[src/rtl/output_serial_tx_pkg.sv]
// Shared types and constants for the output-register serial transmitter.
// Build option: OUTPUT_PARITY_EN adds an even-parity bit to every byte frame.
package output_serial_tx_pkg;

   typedef enum logic [2:0] {
      IDLE,
      START,
      DATA,
      PARITY,
      STOP
   } tx_state_t;

`ifdef OUTPUT_PARITY_EN
   localparam int FRAME_BITS = 11;
`else
   localparam int FRAME_BITS = 10;
`endif

   localparam int DEFAULT_CLKS_PER_BIT = 16;

   function automatic logic even_parity(input logic [7:0] value);
      return ^value;
   endfunction

endpackage

[src/rtl/output_serial_tx_if.sv]
// Push-side bus between the CPU output register and the serial transmitter.
interface output_serial_tx_if #(
   parameter int DATA_W = 16,
   parameter int DEPTH  = 4
) ();

   localparam int LVL_W = $clog2(DEPTH) + 1;

   logic [DATA_W-1:0] data_in;
   logic              write_en;
   logic              full;
   logic [LVL_W-1:0]  level;

   modport master (
      output data_in,
      output write_en,
      input  full,
      input  level
   );

   modport slave (
      input  data_in,
      input  write_en,
      output full,
      output level
   );

endinterface

[src/rtl/output_serial_tx_fifo.sv]
// Word FIFO with registered occupancy/full flags and a sticky overflow flag.
module output_fifo #(
   parameter int DATA_W = 16,
   parameter int DEPTH  = 4
) (
   input  logic                     clock,
   input  logic                     reset_n,
   input  logic                     write_en,
   input  logic [DATA_W-1:0]        data_in,
   input  logic                     pop,
   output logic [DATA_W-1:0]        head,
   output logic                     full,
   output logic                     empty,
   output logic                     overflow,
   output logic [$clog2(DEPTH):0]   level
);

   localparam int PTR_W = $clog2(DEPTH);
   localparam int LVL_W = PTR_W + 1;

   logic [DATA_W-1:0] mem [DEPTH];
   logic [PTR_W-1:0]  wr_ptr;
   logic [PTR_W-1:0]  rd_ptr;
   logic [LVL_W-1:0]  level_next;
   logic              do_push;
   logic              do_pop;

   // A write into a full FIFO is dropped even if a pop happens on the same edge.
   assign do_push = write_en && !full;
   assign do_pop  = pop && !empty;
   assign empty   = (level == '0);
   assign head    = mem[rd_ptr];

   always_comb begin
      level_next = level;
      case ({do_push, do_pop})
         2'b10:   level_next = level + LVL_W'(1);
         2'b01:   level_next = level - LVL_W'(1);
         default: level_next = level;
      endcase
   end

   always_ff @(posedge clock) begin
      if (do_push) begin
         mem[wr_ptr] <= data_in;
      end
   end

   always_ff @(posedge clock or negedge reset_n) begin
      if (!reset_n) begin
         wr_ptr   <= '0;
         rd_ptr   <= '0;
         level    <= '0;
         full     <= 1'b0;
         overflow <= 1'b0;
      end else begin
         if (do_push) begin
            wr_ptr <= wr_ptr + PTR_W'(1);
         end
         if (do_pop) begin
            rd_ptr <= rd_ptr + PTR_W'(1);
         end
         level <= level_next;
         full  <= (level_next == LVL_W'(DEPTH));
         if (write_en && full) begin
            overflow <= 1'b1;
         end
      end
   end

endmodule

[src/rtl/output_serial_tx.sv]
// Buffers output-register words and sends each as two UART byte frames, high byte first.
// Build option: OUTPUT_PARITY_EN inserts an even-parity bit between data and stop.
module output_serial_tx
   import output_serial_tx_pkg::*;
#(
   parameter int DATA_W       = 16,
   parameter int DEPTH        = 4,
   parameter int CLKS_PER_BIT = DEFAULT_CLKS_PER_BIT
) (
   input  logic                clock,
   input  logic                reset_n,
   output_serial_tx_if.slave   bus,
   output logic                busy,
   output logic                overflow,
   output logic                tx
);

   localparam int BAUD_W = (CLKS_PER_BIT > 1) ? $clog2(CLKS_PER_BIT) : 1;

   tx_state_t         state;
   logic [BAUD_W-1:0] baud_cnt;
   logic [2:0]        bit_cnt;
   logic [DATA_W-1:0] word_reg;
   logic              low_sel;
   logic [7:0]        cur_byte;
   logic [DATA_W-1:0] head;
   logic              empty;
   logic              pop;
   logic              baud_end;

   output_fifo #(
      .DATA_W (DATA_W),
      .DEPTH  (DEPTH)
   ) u_fifo (
      .clock    (clock),
      .reset_n  (reset_n),
      .write_en (bus.write_en),
      .data_in  (bus.data_in),
      .pop      (pop),
      .head     (head),
      .full     (bus.full),
      .empty    (empty),
      .overflow (overflow),
      .level    (bus.level)
   );

   assign baud_end = (baud_cnt == BAUD_W'(CLKS_PER_BIT - 1));
   assign cur_byte = low_sel ? word_reg[7:0] : word_reg[DATA_W-1 -: 8];
   assign busy     = (state != IDLE) || !empty;

   // Words leave the FIFO when idle or at the end of a low-byte stop bit.
   assign pop = !empty && ((state == IDLE) || (state == STOP && baud_end && low_sel));

   always_ff @(posedge clock or negedge reset_n) begin
      if (!reset_n) begin
         state    <= IDLE;
         tx       <= 1'b1;
         baud_cnt <= '0;
         bit_cnt  <= '0;
         word_reg <= '0;
         low_sel  <= 1'b0;
      end else begin
         case (state)
            IDLE: begin
               baud_cnt <= '0;
               if (!empty) begin
                  word_reg <= head;
                  low_sel  <= 1'b0;
                  tx       <= 1'b0;
                  state    <= START;
               end
            end
            START: begin
               if (baud_end) begin
                  baud_cnt <= '0;
                  bit_cnt  <= '0;
                  tx       <= cur_byte[0];
                  state    <= DATA;
               end else begin
                  baud_cnt <= baud_cnt + BAUD_W'(1);
               end
            end
            DATA: begin
               if (baud_end) begin
                  baud_cnt <= '0;
                  if (bit_cnt == 3'd7) begin
                     bit_cnt <= '0;
`ifdef OUTPUT_PARITY_EN
                     tx      <= even_parity(cur_byte);
                     state   <= PARITY;
`else
                     tx      <= 1'b1;
                     state   <= STOP;
`endif
                  end else begin
                     bit_cnt <= bit_cnt + 3'd1;
                     tx      <= cur_byte[bit_cnt + 3'd1];
                  end
               end else begin
                  baud_cnt <= baud_cnt + BAUD_W'(1);
               end
            end
            PARITY: begin
               if (baud_end) begin
                  baud_cnt <= '0;
                  tx       <= 1'b1;
                  state    <= STOP;
               end else begin
                  baud_cnt <= baud_cnt + BAUD_W'(1);
               end
            end
            STOP: begin
               if (baud_end) begin
                  baud_cnt <= '0;
                  if (!low_sel) begin
                     low_sel <= 1'b1;
                     tx      <= 1'b0;
                     state   <= START;
                  end else if (!empty) begin
                     word_reg <= head;
                     low_sel  <= 1'b0;
                     tx       <= 1'b0;
                     state    <= START;
                  end else begin
                     tx    <= 1'b1;
                     state <= IDLE;
                  end
               end else begin
                  baud_cnt <= baud_cnt + BAUD_W'(1);
               end
            end
            default: begin
               tx    <= 1'b1;
               state <= IDLE;
            end
         endcase
      end
   end

endmodule
[src/flat_wrapper.sv]
// flat-port wrapper written by rule: the top's interface ports become plain ports
module output_serial_tx_flat import output_serial_tx_pkg::*;
#(
   parameter int DATA_W       = 16,
   parameter int DEPTH        = 4,
   parameter int CLKS_PER_BIT = DEFAULT_CLKS_PER_BIT
)
  (clock, reset_n, busy, overflow, tx, bus_data_in, bus_write_en, bus_full, bus_level);
  output_serial_tx_if #(.DATA_W(DATA_W), .DEPTH(DEPTH)) bus_i ();
  input  logic clock;
  input  logic reset_n;
  output logic busy;
  output logic overflow;
  output logic tx;
  input wire logic [$bits(bus_i.data_in)-1:0] bus_data_in;
  input wire logic [$bits(bus_i.write_en)-1:0] bus_write_en;
  output wire logic [$bits(bus_i.full)-1:0] bus_full;
  output wire logic [$bits(bus_i.level)-1:0] bus_level;
  assign bus_i.data_in = bus_data_in;
  assign bus_i.write_en = bus_write_en;
  assign bus_full = bus_i.full;
  assign bus_level = bus_i.level;
  output_serial_tx #(.DATA_W(DATA_W), .DEPTH(DEPTH), .CLKS_PER_BIT(CLKS_PER_BIT)) u_core (.clock(clock), .reset_n(reset_n), .bus(bus_i), .busy(busy), .overflow(overflow), .tx(tx));
endmodule
[config.mk]
export PLATFORM = sky130hd
export DESIGN_NAME = output_serial_tx_flat
export DESIGN_NICKNAME = d
export VERILOG_FILES = /design/src/rtl/output_serial_tx_pkg.sv /design/src/rtl/output_serial_tx_if.sv /design/src/rtl/output_serial_tx_fifo.sv /design/src/rtl/output_serial_tx.sv /design/src/flat_wrapper.sv
export SDC_FILE = /design/constraint.sdc
export NUM_CORES = 1
export LEC_CHECK = 0
export CAP_MARGIN = 20
export CORE_ASPECT_RATIO = 1.4
export CORE_MARGIN = 2
export CORE_UTILIZATION = 60
export DETAILED_ROUTE_END_ITERATION = 8
export PLACE_DENSITY = 0.76
export SLEW_MARGIN = 30
export SYNTH_ARGS = -nofsm -noshare
export SYNTH_HDL_FRONTEND = slang
export SYNTH_SLANG_ARGS = --single-unit
[constraint.sdc]
create_clock -name clock -period 6.4 [get_ports clock]
set_input_delay 0.96 -clock clock [delete_from_list [all_inputs] [get_ports clock]]
set_output_delay 0.96 -clock clock [all_outputs]
set_load 0.02 [all_outputs]
After elaboration in Yosys (flattened, before gate mapping)
Memory sizes are Yosys's and may differ from the RTL's.
Cells that the tools add are included.
{"block": "totals", "elab_cells": 94, "output_inout_bits": 7, "register_bits": 37, "memories": 1, "inputBits": 19, "mem_bits_rw": 64}
{"memory": "u_core.u_fifo.mem", "words": 4, "word_bits": 16, "read_ports": 1, "rd_clocked_by_memory_dff": 0, "write_ports": 1, "line": "output_serial_tx_fifo.sv:21", "text": "logic [DATA_W-1:0] mem [DEPTH];"}
{"block": "classes", "mux": 37, "add_sub_neg": 6, "eq_ne": 16, "magnitude_cmp": 1, "n_reduce_logical": 22}
{"op": "$mux 16", "count": 3}
{"op": "$pmux 16 s2", "count": 1}
{"op": "$mux 3", "count": 10}
{"op": "$pmux 3 s5", "count": 1}
{"op": "$mux 1", "count": 14}
{"op": "$ne 2x1->1 const B", "count": 6}
{"op": "$pmux 3 s2", "count": 2}
{"op": "$eq 3x3->1 const B", "count": 3}
{"op": "$reduce_and 3->1", "count": 3}
{"op": "$mux 8", "count": 1}
{"op": "$pmux 4 s2", "count": 1}
{"op": "$add 3x1->3 const B", "count": 2}
{"op": "$eq 3x2->1 const B", "count": 2}
{"op": "$logic_and 1x1->1", "count": 6}
{"op": "$logic_not 3->1", "count": 2}
{"op": "$reduce_and 6->1", "count": 1}
{"op": "$reduce_bool 2->1", "count": 3}
{"op": "$pmux 1 s5", "count": 1}
{"op": "$reduce_and 5->1", "count": 1}
{"op": "$add 2x1->2 const B", "count": 2}
{"op": "$add 4x1->4 const B", "count": 1}
{"op": "$eq 4x4->1 const B", "count": 1}
{"op": "$lt 3x4->1 const B", "count": 1}
{"op": "$mux 4", "count": 1}
{"op": "11 further kinds", "count": 13}

Depth between registers and ports, before layout
Gate-level depths: netlist (run 1).
{"block": "depth", "word_depth": 9, "ltp_mapped": 12, "depth_no_buf": 10}

Modules after synthesis
Synthesis (run 1) repeated with hierarchy kept, for this count alone.
{"block": "hier_totals", "hier_cells": 262, "area_unflattened_um2": 4416.7}
{"mod": "output_fifo", "seq_area_each_um2": 2147.1, "area_each_um2": 2829.0, "instances": 1, "cells_each": 127}
{"mod": "output_serial_tx", "seq_area_each_um2": 701.9, "area_each_um2": 1587.8, "instances": 1, "cells_each": 135}

Worst setup path before layout (run 1)
Ideal clock, no wire load.
{"block": "synth_path", "path_type": "register to register", "start": "register u_core.baud_cnt[0]", "end": "register u_core.u_fifo.full", "required_time_ps": 6312, "period_less_slack_ps": 2667, "n_path_buf": 2, "t_arrival_ps": 2579, "path_stages_with_launch": 13, "slack_ps": 3733, "setup_ps": 88, "path_cell_list": "dfrtp_1 -> ha_1 -> and3_1 -> buf_2 -> a21oi_1 -> nor2_4 -> buf_6 -> ha_1 -> fa_1 -> xnor2_1 -> nor2_1 -> xor2_1 -> nor3b_1"}
{"block": "synth_between", "elab_chain_len": 9, "word_cells_on_any_way": 10, "cone_classes": "4 x eq/ne; 1 x mux; 5 x reduce/logical"}
{"element": "start: declaration", "line": "output_serial_tx.sv:21", "text": "logic [BAUD_W-1:0] baud_cnt;"}
{"element": "start signal: assignment", "line": "output_serial_tx.sv:80", "text": "baud_cnt <= baud_cnt + BAUD_W'(1);"}
{"element": "start signal: assignment", "line": "output_serial_tx.sv:100", "text": "baud_cnt <= baud_cnt + BAUD_W'(1);"}
{"element": "start signal: assignment", "line": "output_serial_tx.sv:109", "text": "baud_cnt <= baud_cnt + BAUD_W'(1);"}
{"element": "$eq 4x4->1 *", "line": "output_serial_tx.sv:47", "text": "assign baud_end = (baud_cnt == BAUD_W'(CLKS_PER_BIT - 1));"}
{"element": "$logic_and 1x1->1 * (2 in series)", "line": "output_serial_tx.sv:52", "text": "assign pop = !empty && ((state == IDLE) || (state == STOP && baud_end && low_sel));"}
{"element": "$logic_or 1x1->1 *", "line": "output_serial_tx.sv:52"}
{"element": "$logic_and 1x1->1 *", "line": "output_serial_tx.sv:52"}
{"element": "$logic_and 1x1->1 *", "line": "output_serial_tx_fifo.sv:30", "text": "assign do_pop = pop && !empty;"}
{"element": "$eq 2x1->1 or $eq 2x2->1 (tied branches)", "line": "output_serial_tx_fifo.sv:36", "text": "case ({do_push, do_pop})"}
{"element": "$pmux 3 s2 *", "line": "output_serial_tx_fifo.sv:36"}
{"element": "via u_core.u_fifo.level_next[2]", "line": "output_serial_tx_fifo.sv:24", "text": "logic [LVL_W-1:0] level_next;"}
{"element": "$eq 3x3->1 *", "line": "output_serial_tx_fifo.sv:64", "text": "full <= (level_next == LVL_W'(DEPTH));"}
{"element": "end signal: assignment", "line": "output_serial_tx_fifo.sv:64"}
{"element": "end: declaration", "line": "output_serial_tx_fifo.sv:12", "text": "output logic full,"}
The timed path passes the listed nets; every way through them passes the cells marked *.
A chain may end at the register's enable or synchronous reset.

Worst setup path after layout (run 1)
{"block": "layout_path", "start": "register u_core.state[1]", "end": "output busy"}
{"block": "layout_between", "elab_chain_len": 2}
{"element": "start: declaration", "line": "output_serial_tx.sv:20", "text": "tx_state_t state;"}
{"element": "start signal: assignment", "line": "output_serial_tx.sv:56", "text": "state <= IDLE;"}
{"element": "start signal: assignment", "line": "output_serial_tx.sv:70", "text": "state <= START;"}
{"element": "start signal: assignment", "line": "output_serial_tx.sv:78", "text": "state <= DATA;"}
{"element": "$reduce_bool 3->1", "line": "output_serial_tx.sv:49", "text": "assign busy = (state != IDLE) || !empty;"}
{"element": "$logic_or 1x1->1", "line": "output_serial_tx.sv:49"}
{"element": "end: declaration", "line": "flat_wrapper.sv:12", "text": "output logic busy;"}
No other way between the ends.

==> impl_metrics.toml, run 1 <==
[outcome]
status = "finished, final reports clean"

[power_and_ir_drop]
p_leak_nw = 1.72
p_per_area_nw_per_um2 = 425
ir_worst_vdd_mv = 0.258

[logic_synthesis]
synth_top_cells_by_count = "edfxtp_1 (64), dfrtp_1 (36), mux2_2 (21)"
ys_ff_latch = 101
synth.top_cell.area_share = 0.455
synth_simple_gate_area_frac = 0.0515
yosysUniqueCellTypes = 40
syn_inst = 250
avgSynthCellArea_um2 = 16.9
synth-edff-count = 64
yosys-top-cells-area = "edfxtp_1 (45%), dfrtp_1 (21%), mux4_2 (9.1%)"
synth_seq_area_share = 0.674
syn_nets = 278
synth_top_family_by_area = "multiplexers"
synthFlopType = "edfxtp_1"
synthMuxAreaShare = 0.164
synth_xor_area_frac = 0.0145
synthesis.area_um2 = 4220
async_flop_share = 0.366
yosysTopAreaCell = "edfxtp_1"
synth.most_common_cell = "edfxtp_1"
synth_fa_ha_area_frac = 0.0284
synth_compound_area_frac = 0.0471
yosysWarningCount = 0

[die]
start_util = 0.613
coreArea_um2 = 6890
dieArea_um2 = 7740
rows = 36
die_h_um = 103
io_pins = 26
die_x_um = 74.9

[timing]
final.period_utilization = 0.477
tns_ps = 0
finalMaxSlewViolations = 0
finalCriticalPeriod_ps = 3060
max_slew_margin = 0.399
fin_skew_ps = 7.65
finalHoldViolations = 0
tightest_slew_ps = 902
timing.fmax_mhz = 327
setup_violations = 0
rsz0062_at_grt = "false"

[run]
max_cap_viol_count = 0

[placement]
numPortBuffers = 25
dp.final_hpwl_um = 4320
gp_congestion = 0.847

[finish]
nets = 302
fin_util = 0.682
largest_register_ffs = 64
regArea_um2 = 2850
n_antenna_cell = 0
fillers = 481
multiInputGateArea_um2 = 1290
drive_gt1_frac = 0.211
area_delta_synth_final_pct = 11.2

[clock_network]
postCtsHoldBufs = 0
cts_resized = 0
htree_num_levels = 3
cts_root_buffer = "clkbuf_8"
cts_inserted_buffers = 9
clk_path_buf_depth = 2
insertion_delay_ps = 360
cts_tree = "built"
clk_pin_slew_ps = 90
cts.sinks = 101
cts_setup_buffers = 0

[grt]
grtUsageMet1 = 0.225
grt_pass1_vias = 2165
use_met2 = 0.334
busiest_layer = "met2"
use_met3 = 0.0475
antenna_found_initial = 0
grt-ovfl-total = 0
grt_max_degree = 38
globalRouteTotalUtil = 0.192
grt_pass1_wl_um = 10500

[critical_path]
start_kind = "register"
cp_max_fo = 11
worst_setup_path_end_kind = "primary output"
criticalPathCategory = "reg -> out"
arrival_ps = 2100
crit_required_ps = 5440

[route]
drc = 0
vias = 2102
viasPerCell = 5.62
drt_iter0_drc = 75
wl_per_cell_um = 17.3
drtAntennaViolNets = 0
drt-total-wl_um = 6490
first_pass_iters = 4

[worst_hold_path]
hp-class = "reg -> reg"
## report_power, final
part / total (mW) / switching (mW) / internal, mW / leakage, nW
clock network: 0.359 / 0.214 / 0.145 / 0.0825
registers: 1.02 / 0.143 / 0.880 / 1.04
logic: 0.616 / 0.266 / 0.350 / 0.597
total: 2.00 / 0.623 / 1.37 / 1.72
## per-layer routing
metal	vias up	part of all wire
met5	-	0
met4	0	0.023
met3	10	0.024
met2	28	0.54
met1	1056	0.41
li1	1008	-
## path summary, 6_finish.rpt
| check | slack (ps) | cells past startpoint | to | from |
|---|---|---|---|---|
| max reg2reg | 3510 | 8 | u_core.u_fifo.full | u_core.baud_cnt[0] |
| min in group asynchronous | 680 | 1 | u_core.state[2] | reset_n |
| max | 3340 | 4 | busy | u_core.state[1] |
| max in group asynchronous | 5150 | 1 | u_core.u_fifo.rd_ptr[0] | reset_n |
| min reg2reg | 460 | 1 | u_core.u_fifo.overflow | u_core.u_fifo.overflow |
| min | 460 | 1 | u_core.u_fifo.overflow | u_core.u_fifo.overflow |
## cell families after synthesis
group	count (synthesis)
compound gates	30
xor+xnor	7
fa+ha+maj	9
buf+inv	17
flops	101
mux	42
simple gates	44
## critical path, stage by stage (launching register included)
cell	delay, ps
dfrtp_1	480
or2_2	440
nor2_1	200
nand2_1	70
clkdlybuf4s50_1	550
## metrics by stage
step           hold WS [ps]  power (mW)  instances  area, µm²  setup WS, ps
6_report                461        2.00        374       4700          3340
5_1_grt                 506        2.13        374       4700          3200
4_1_cts                 468        2.03        374       4700          3320
3_5_place_dp            446        1.67        358       4520          3110
3_3_place_gp            438        1.64        358       4520          3180
2_1_floorplan           462        1.49        250       4220          3730
## cells in the final DEF, fill, tap and decap left out, types with 8 or more instances in the layout
cell type	netlist	routed
dfrtp_1	36	35
mux4_2	17	17
o21ai_0	11	11
mux2_2	21	21
clkdlybuf4s50_1	0	24
clkbuf_8	0	9
edfxtp_1	64	64
ha_1	8	8
nand2_1	11	11
nor2_1	11	11
## area by class of cell
| type | instances | area share |
|---|---|---|
| Tap cell | 95 | 0.0253 |
| Clock inverter | 6 | 0.0101 |
| Sequential cell | 101 | 0.607 |
| Clock buffer | 10 | 0.0272 |
| Multi-Input combinational cell | 132 | 0.275 |
| Inverter | 5 | 0.00399 |
| Timing Repair Buffer | 25 | 0.0522 |
Power figures use the tool's default switching activity.
==> run 2, diff against run 1 <==
- CORE_UTILIZATION: 60 -> 59
- PLACE_DENSITY: 0.76 -> 0.75
- clock period: 6.4 -> 3.1 ns (I/O delays scaled with it)
==> run 2 against run 1 <==
Net effect: global-route usage grew 0.33 points; critical path type is now reg -> reg; clock skew grew 2.0 ps; routed wire length grew 4.0%; sequential power grew 100%; first-iteration DRC count grew 64%; sequential share of layout area shrank 1.5 points; worst hold slack lost 270 ps; critical path depth grew 6; non-clock buffer count grew 7; cell area grew 2.4%; cell count grew 1.9%.
==> impl_metrics.toml, run 2 (same netlist as run 1, synthesis figures left out) <==
[outcome]
status = "finished, final reports clean"

[timing]
rsz0062_at_grt = "false"
finalMaxSlewViolations = 0
fin_skew_ps = 9.68
finalHoldViolations = 0
tns_ps = 0
final.period_utilization = 0.838
tightest_slew_ps = 854
timing.fmax_mhz = 385
setup_violations = 0
max_slew_margin = 0.430
finalCriticalPeriod_ps = 2600

[power_and_ir_drop]
p_leak_nw = 1.79
ir_worst_vdd_mv = 0.651
p_per_area_nw_per_um2 = 917

[finish]
n_antenna_cell = 0
regArea_um2 = 2850
fin_util = 0.694
multiInputGateArea_um2 = 1290
largest_register_ffs = 64
fillers = 500
drive_gt1_frac = 0.227
final_common_cell = "edfxtp_1"
nets = 309
final_cell_mix = "edfxtp_1 (64), dfrtp_1 (36), clkdlybuf4s50_1 (24)"
area_delta_synth_final_pct = 13.9

[critical_path]
start_kind = "register"
max_stage_delay_ps = 440
criticalPathCategory = "reg -> reg"
critPathMostFrequentCell = "ha_1"
worst_setup_path_end_kind = "register"
worstReg2RegStart = "u_core.baud_cnt[0]"
worstSetupStartpoint = "u_core.baud_cnt[0]"
cp_max_fo = 6
arrival_ps = 2880
regToRegSetupSlack_ps = 500
path_cells = "ha_1 -> and3_1 -> a21oi_1 -> nor2_4 -> ha_1 -> fa_1 -> xnor2_1 -> nor2_1 -> xor2_1 -> nor3b_1"
crit_required_ps = 3380
critPathSlowestCell = "dfrtp_1"
timing.rr.end = "u_core.u_fifo.full"
reg2reg_depth = 10

[route]
drtAntennaViolNets = 0
drt_iter0_drc = 123
viasPerCell = 5.71
top_layer = "met4"
wl_met3_um = 143
wl_per_cell_um = 17.7
vias = 2177
wl_met2_um = 3740
drc = 0
drt-total-wl_um = 6750
first_pass_iters = 4
met1Wirelength_um = 2710

[die]
io_pins = 26
die_x_um = 75.5
die_h_um = 104
start_util = 0.609
dieArea_um2 = 7860
coreArea_um2 = 6940
rows = 36

[grt]
grt_pass1_wl_um = 11100
grt_max_degree = 38
globalRouteTotalUtil = 0.196
grt_pass1_vias = 2254
grt-ovfl-total = 0
antenna_found_initial = 0

[clock_network]
cts_setup_buffers = 0
insertion_delay_ps = 370
cts_resized = 0
clk_path_buf_depth = 2
clk_pin_slew_ps = 90
cts_tree = "built"
htree_num_levels = 3
postCtsHoldBufs = 0
cts.sinks = 101
cts_root_buffer = "clkbuf_8"
cts_inserted_buffers = 9

[placement]
numPortBuffers = 25
dp.final_hpwl_um = 4380
gp_congestion = 0.889

[run]
max_cap_viol_count = 0

[worst_hold_path]
hp-class = "in -> async"
run 2: cell types whose count changed in the layout (fill, tap and decap cells not counted), sizes merged:
cell and change:
clkinvlp -1, buf +7, clkinv -1, bufinv +3
inv -1
run 2: through the flow:
stage | instances | hold WS (ps) | setup slack (ps) | area [µm²] | power [mW]
2_1_floorplan | 250 | 169 | 433 | 4220 | 3.08
3_3_place_gp | 365 | 438 | 570 | 4570 | 3.46
3_5_place_dp | 365 | 448 | 455 | 4570 | 3.51
4_1_cts | 381 | 218 | 472 | 4810 | 4.46
5_1_grt | 381 | 270 | 360 | 4810 | 4.66
6_report | 381 | 191 | 501 | 4810 | 4.41
run 2: layout make-up:
cell class | instances | area share
timing repair buffer | 32 | 0.0619
inverter | 5 | 0.00390
sequential | 101 | 0.592
clock buffer | 10 | 0.0265
clock inverter | 6 | 0.0229
tap | 95 | 0.0247
multi-input combinational | 132 | 0.268
run 2: per-layer routing:
metal	track usage	vias to the layer above
li1	-	1026
met1	0.243	1113
met2	0.324	27
met3	0.0320	11
met4	0.0952	0
met5	0	-
run 2: worst max-delay path by stage:
stage	to	slack (ps)	depth (start not counted)
after floorplan	u_core.u_fifo.full	430	12
after global placement	u_core.u_fifo.full	570	10
after detailed placement	u_core.u_fifo.full	460	10
after CTS	u_core.u_fifo.full	470	10
after global routing	u_core.u_fifo.full	360	10
final	u_core.u_fifo.full	500	10
run 2: critical path, delay by kind of cell, from the launching register on:
kind | cells | cell delay (ps)
flops | 1 | 440
simple gates | 4 | 620
fa+ha+maj | 3 | 870
xor+xnor | 2 | 310
compound gates | 1 | 270
run 2: power by group:
| part | leakage (nW) | internal [mW] | switching (mW) | total, mW |
|---|---|---|---|---|
| clock network | 0.115 | 0.536 | 0.432 | 0.968 |
| registers | 1.04 | 1.81 | 0.231 | 2.04 |
| logic | 0.633 | 0.760 | 0.638 | 1.40 |
| total | 1.79 | 3.11 | 1.30 | 4.41 |
